**config.mk**
```make
export PLATFORM = sky130hd
export DESIGN_NAME = register_file_multiport
export DESIGN_NICKNAME = d
export VERILOG_FILES = /design/src/rtl/register_file_multiport.sv
export SDC_FILE = /design/constraint.sdc
export NUM_CORES = 2
export LEC_CHECK = 0
export CORE_UTILIZATION = 35
export DETAILED_ROUTE_END_ITERATION = 12
export GPL_ROUTABILITY_DRIVEN = 0
export PLACE_DENSITY = 0.51
export RECOVER_POWER = 25
export SKIP_CTS_REPAIR_TIMING = 1
export SYNTH_ARGS = -nofsm -noshare
export SYNTH_HDL_FRONTEND = slang
export SYNTH_SLANG_ARGS = --single-unit
export TNS_END_PERCENT = 20
```
**constraint.sdc**
```tcl
create_clock -name clk -period 33 [get_ports clk]
set_clock_uncertainty 0.15 [all_clocks]
set_input_delay 6.6 -clock clk [delete_from_list [all_inputs] [get_ports clk]]
set_output_delay 6.6 -clock clk [all_outputs]
set_load 0.01 [all_outputs]
```
**src/rtl/register_file_multiport.sv**
```systemverilog
// Multiport register file: one byte-strobed write port, NUM_READ combinational read ports,
// x0 hardwired to zero, and a stack-pointer register with a programmable reset value.
// Optional same-cycle write-to-read forwarding when REGFILE_WRITE_BYPASS_EN is defined.
module register_file_multiport #(
  parameter int          N        = 32,
  parameter int          DEPTH    = 32,
  parameter int          AW       = $clog2(DEPTH),
  parameter int          NUM_READ = 2,
  parameter int          SP_INDEX = 2,
  parameter logic [31:0] SP_RESET = 32'h7FFF_EFFC
) (
  input  logic                   clk,
  input  logic                   reset,
  input  logic                   RegWrite,
  input  logic [AW-1:0]          WriteRegister,
  input  logic [N-1:0]           WriteData,
  input  logic [N/8-1:0]         WriteStrobe,
  input  logic [NUM_READ*AW-1:0] ReadRegister,
  output logic [NUM_READ*N-1:0]  ReadData
);

  localparam int NB = N / 8;
  localparam logic [N-1:0] SP_VAL = N'(SP_RESET);

  if (N % 8 != 0) begin : g_bad_width
    $error("register_file_multiport: N must be a multiple of 8");
  end
  if (DEPTH < 2 || (1 << AW) != DEPTH) begin : g_bad_depth
    $error("register_file_multiport: DEPTH must be a power of 2 and at least 2");
  end
  if (NUM_READ < 1 || NUM_READ > 4) begin : g_bad_ports
    $error("register_file_multiport: NUM_READ must be in 1..4");
  end

  logic [N-1:0] mem [DEPTH];

  // x0 has no storage; it wins even if SP_INDEX is set to 0.
  assign mem[0] = '0;

  for (genvar r = 1; r < DEPTH; r++) begin : g_reg
    localparam logic [N-1:0] RST_VAL = (r == SP_INDEX) ? SP_VAL : '0;
    logic         hit;
    logic [N-1:0] word;

    assign hit = RegWrite && (WriteRegister == AW'(r));

    always_ff @(posedge clk or posedge reset) begin
      if (reset) begin
        word <= RST_VAL;
      end else begin
        for (int k = 0; k < NB; k++) begin
          if (hit && WriteStrobe[k]) begin
            word[8*k +: 8] <= WriteData[8*k +: 8];
          end
        end
      end
    end

    assign mem[r] = word;
  end

  for (genvar p = 0; p < NUM_READ; p++) begin : g_read
    logic [AW-1:0] addr;
    logic [N-1:0]  data;

    assign addr = ReadRegister[p*AW +: AW];

    always_comb begin
      data = mem[addr];
`ifdef REGFILE_WRITE_BYPASS_EN
      // Forward strobed lanes of an in-flight write so decode sees writeback this cycle.
      if (!reset && RegWrite && (WriteRegister == addr) && (addr != '0)) begin
        for (int k = 0; k < NB; k++) begin
          if (WriteStrobe[k]) begin
            data[8*k +: 8] = WriteData[8*k +: 8];
          end
        end
      end
`endif
    end

    assign ReadData[p*N +: N] = data;
  end

endmodule

```
After elaboration in Yosys (flattened, before gate mapping):

Cells that the tools add are included.

* register bits: 992
* latch bits: 0
* RAM bits: 0
* bits in read-only memories: 0
* input bits: 54
* output and inout bits: 64
* logic and storage cells: 320
* memories kept: 0

* $add $sub $neg: 0
* $mul: 0
* div/mod/pow operators: 0
* order comparisons: 2
* equality and inequality tests: 31
* shift operators: 0
* mux-type cells: 6
* bitwise operators: 2
* reductions and logical operators: 155

Operators with widths (count)
* 32-bit binary-select mux with 5-bit select: 2
* 1-bit logical AND: 155
* 32-bit two-way mux: 4
* 5-bit equality test (second input constant): 16
* 5-bit by 4-bit equality test with 1-bit output (second input constant): 8
* 5-bit by 3-bit equality test with 1-bit output (second input constant): 4
* 6-bit greater-or-equal comparator (second input constant): 2
* 5-bit inverter with 6-bit output: 2
* 5-bit by 2-bit equality test with 1-bit output (second input constant): 2
* 5-bit by 1-bit equality test with 1-bit output (second input constant): 1

Longest topological paths before layout:

* depth after elaboration: 4
* gate-level depth with buffers: 8
* mapped depth without buffers: 4

Worst setup path before layout:

OpenSTA, ideal clock, no wires.

* path type: in2out
* start point: input ReadRegister[5]
* end point: output ReadData[42]
* data arrival time: 8.223 ns
* required time: 26.250 ns
* setup slack: 18.027 ns
* stages: 8
* buffers on the path: 4
* path through: buf_2 > buf_2 > buf_2 > buf_2 > mux4_2 > a22o_1 > o21ai_0 > o31ai_1

* word-level cells in the longest chain between the ends: 4

RTL lines
* start, declared: line 18 `input logic [NUM_READ*AW-1:0] ReadRegister,`
* 5-bit inverter with 6-bit output (not written as such): line 69 `data = mem[addr];`
* 32-bit binary-select mux with 5-bit select: line 69
* 32-bit two-way mux (not written as such) (2 in series): line 69
* end, declared: line 19 `output logic [NUM_READ*N-1:0] ReadData`

No other way between the ends. The select of a mux whose other input is x is not followed.

Final worst setup path:

* start point: input ReadRegister[7]
* end point: output ReadData[41]

The elaborated chain is that of the path after synthesis.

==> key figures <==
CTS
  – TritonCTS Buffers: 113
  – Root Driver: clkbuf_16
  – Reg clk slew, reported paths: 60 ps
  – CTS tree: built
  – Clk sinks: 992
  – Clock Path Buffers: 3
  – H-tree depth: 3
  – Insertion delay to the later sink of the worst-skew pair: 740 ps

Synthesis
  – Largest cells by area after synthesis: dfrtp_1 (45%), mux2_2 (22%), mux4_2 (16%), a22o_1 (3.2%), mux2i_1 (3.0%)
  – Synth Area in XOR/XNOR: 0%
  – Synth Area in Adders: 0%
  – Syn_area_per_cell: 14.4 sq um
  – Cell count after synthesis: around 3700
  – Yosys top cell area share: 45.4%
  – Distinct cells, synth: 28
  – Main combinational cell family by area after synthesis: multiplexers
  – YS warnings: 0
  – Synth Area in Compound Gates: 6.33%
  – Yosys reg bits: ~1000
  – Largest area contributor in the netlist: dfrtp_1
  – Ys flop type: dfrtp_1
  – Multiplexer share of the synthesized area: 41.7%
  – Fraction of registers with async set/reset: between 90% and 100%
  – Number of synthesized flops with an enable pin: 0
  – Synthesized cell area: 53100 sq um
  – Syn_nets: between 3000 and 4000
  – Seq/Total Area, Yosys: 46.8%
  – Synthesized-area fraction occupied by and/or/nand/nor cells: approximately 2.6%

Routing
  – DRC viols: 0
  – Vias post-DR: 34600
  – Avg Vias per Cell: 5.97
  – Drt total wl: between 150 and 200 mm
  – Iter 0 DRT Violations: 2612
  – DRT Pass-1 Iters: 5
  – WL/cell: 31.7 microns
  – Remaining antenna violation count: 0

Placed design
  – DP HPWL: between 100 and 150 mm
  – Cell Area, Placed: 56300 sq um
  – Port Buffers: 117

GRT
  – Vias in the first global route: 35600
  – All-Layer GR Usage: 24.2%
  – Antenna violations before repair: 12
  – Largest net degree at the start of global routing: 168
  – Total congestion overflow: 0
  – First-pass GRT wire length: ~270 mm

Die
  – Core Rows: between 100 and 150
  – I/O pin count: 118
  – Die area: 153000 sq um
  – Core area: 150000 sq um
  – DIE WIDTH: 392 microns
  – Die H: 392 microns
  – Starting Density: roughly 35%

Outcome
  – Status: finished with violations
  – Failing checks: capacitance limit, slew limit

STA
  – Slew Limit Fails: 282
  – Final TNS setup: 0 ps
  – Final setup vio count: 0
  – Hold Fails Final Rpt: 0
  – Maximum clock rate: 56.3 MHz
  – Max-slew headroom: -438%
  – Crit path time final: 17770 ps
  – Final Cycle Share: 53.8%
  – Worst-Margin Slew: 8070 ps
  – RSZ-0062 raised after global routing: false

Pwr
  – PD cells: roughly 57 nW/um^2
  – Combinational share of power: 17.4%
  – Clock power frac: between 30% and 40%
  – Maximum VDD drop: 0.0407 mV
  – Psw: 928 uW
  – Part of the power in registers: 43.9%
  – Internal power: 2.50 mW
  – Sw Ratio: approximately 27%
  – Leak pwr: about 27 nW

Finish
  – Final nets: 3736
  – Max reg flops: 992
  – Synth-to-layout area growth: 13.4%
  – Non-Filler Cell Area, Final: 60200 sq um
  – Fill cells: 14100
  – Biggest regs: g.word x992
  – Share of post-route cells with drive strength above 1: 46.1%
  – Biggest register: g.word

Setup path
  – Critical path's top delay family: buffers and inverters
  – Sum of buffers and inverters on the critical path: 5
  – Crit start category: primary input
  – Worst Setup Path Type: primary input to output port
  – CP most frequent cell: buf_4
  – Critical Path Sink Type: output port
  – RR Endpoint: g_reg[9].word[27]$_DFFE_PP0P_
  – Worst path arrival time: 11020 ps
  – Worst Path Required: 26250 ps
  – CP max FO: 48
  – R2R setup slack: 32030 ps
  – Crit path cell chain: buf_8 > buf_4 > buf_4 > buf_4 > mux4_2 > mux2i_1 > and2_1 > o31ai_1 > clkdlybuf4s50_1
  – Critical path's slowest cell: buf_4
  – Reg2Reg Depth: 1
  – Crit path largest cell delay: between 700 and 800 ps
  – R2r startpoint: g_reg[9].word[27]$_DFFE_PP0P_

Run
  – Max-cap viol count: 4

Hold path
  – Hold Crit Class: register to register
  – Worst hold path depth: 1
  – Hold Path Sink: g_reg[1].word[24]$_DFFE_PP0P_
  – Worst Hold Launch: g_reg[1].word[24]$_DFFE_PP0P_
==> through the flow <==
step | power [mW] | utilization [%] | hold slack [ps] | cells | worst slack, ps
6_report | 3.43 | 40.1 | 366 | 5797 | 15230
5_1_grt | 3.57 | 40.1 | 385 | 5795 | 15050
4_1_cts | 3.46 | 40.1 | 367 | 5793 | 15130
3_5_place_dp | 2.12 | 37.5 | 354 | 5583 | 15120
3_3_place_gp | 2.11 | 37.5 | 346 | 5583 | 15100
2_1_floorplan | 1.92 | - | 327 | 3677 | 12610
==> cells in the final DEF, fill, tap and decap left out, types with 3 or more instances in the layout <==
cell type / instances
buf_8: 4
a211oi_1: 64
inv_6: 3
clkinv_2: 22
a22o_1: 192
mux2_1: 35
o21ai_0: 64
o31ai_1: 64
nand4b_1: 3
dfstp_2: 28
mux2i_1: 160
clkdlybuf4s50_1: 105
o22ai_1: 64
and3_1: 32
nor2b_4: 6
buf_4: 92
dfrtp_1: 964
bufinv_16: 9
mux4_2: 384
clkbuf_16: 114
clkbuf_1: 27
diode_2: 4
nand2_1: 189
nand4bb_1: 3
clkbuf_8: 40
and2_1: 32
buf_12: 3
mux2_2: 1021
nor2_1: 31
==> worst max-delay path by stage <==
stage,from,end,slack (ps),cells after the start
2_1_floorplan,reset,g_reg[10].word[0]$_DFFE_PP0P_,12610,1
3_3_place_gp,ReadRegister[0],ReadData[31],15100,8
3_5_place_dp,ReadRegister[0],ReadData[31],15120,8
4_1_cts,ReadRegister[0],ReadData[31],15130,8
5_1_grt,ReadRegister[0],ReadData[18],15050,8
6_report,ReadRegister[7],ReadData[41],15230,9
==> synth_stat cells (all sizes together), types with 28 or more instances <==
master	number
mux4	384
o22ai	64
mux2i	160
nand2	191
and2	34
mux2	1056
a211oi	64
a22o	192
dfrtp	964
and3	32
clkbuf	206
o21ai	64
nor2	33
dfstp	28
o31ai	64
buf	119
==> kinds of logic (layout without fill, tap and decap cells) <==
| family | Yosys count | after routing |
|---|---|---|
| multiplexers | 1600 | 1600 |
| flip-flops | 992 | 992 |
| AO/OA/AOI/OAI | 448 | 448 |
| buffers and inverters | 328 | 428 |
| AND/OR/NAND/NOR | 309 | 309 |
| other | 0 | 4 |
==> layer usage <==
layer | vias to the layer above | global-route usage, % | part of all wire [%]
met5 | - | 0 | 0.047
met4 | 12 | 7.02 | 3.0
met3 | 307 | 4.66 | 5.5
met2 | 1037 | 37.1 | 46
met1 | 18900 | 34.5 | 46
li1 | 14300 | - | -
==> cell type report <==
| cell class | count | area (sq um) | share of cell area [%] |
|---|---|---|---|
| Antenna cell | 4 | 10.0 | 0.0166 |
| Clock buffer | 173 | 3470 | 5.77 |
| Clock inverter | 37 | 472 | 0.783 |
| Inverter | 3 | 13.8 | 0.0228 |
| Multi-Input combinational cell | 2357 | 27000 | 44.8 |
| Sequential cell | 992 | 24900 | 41.3 |
| Tap cell | 2016 | 2520 | 4.19 |
| Timing Repair Buffer | 215 | 1920 | 3.18 |
==> power groups by stage <==
stage,logic (mW),clock network (mW),registers [mW]
after detailed placement,0.598,0,1.52
after CTS,0.600,1.36,1.50
after global routing,0.636,1.40,1.53
after floorplan,0.436,0,1.48
final,0.595,1.33,1.50
after global placement,0.589,0,1.52
Power figures use the tool's default switching activity.
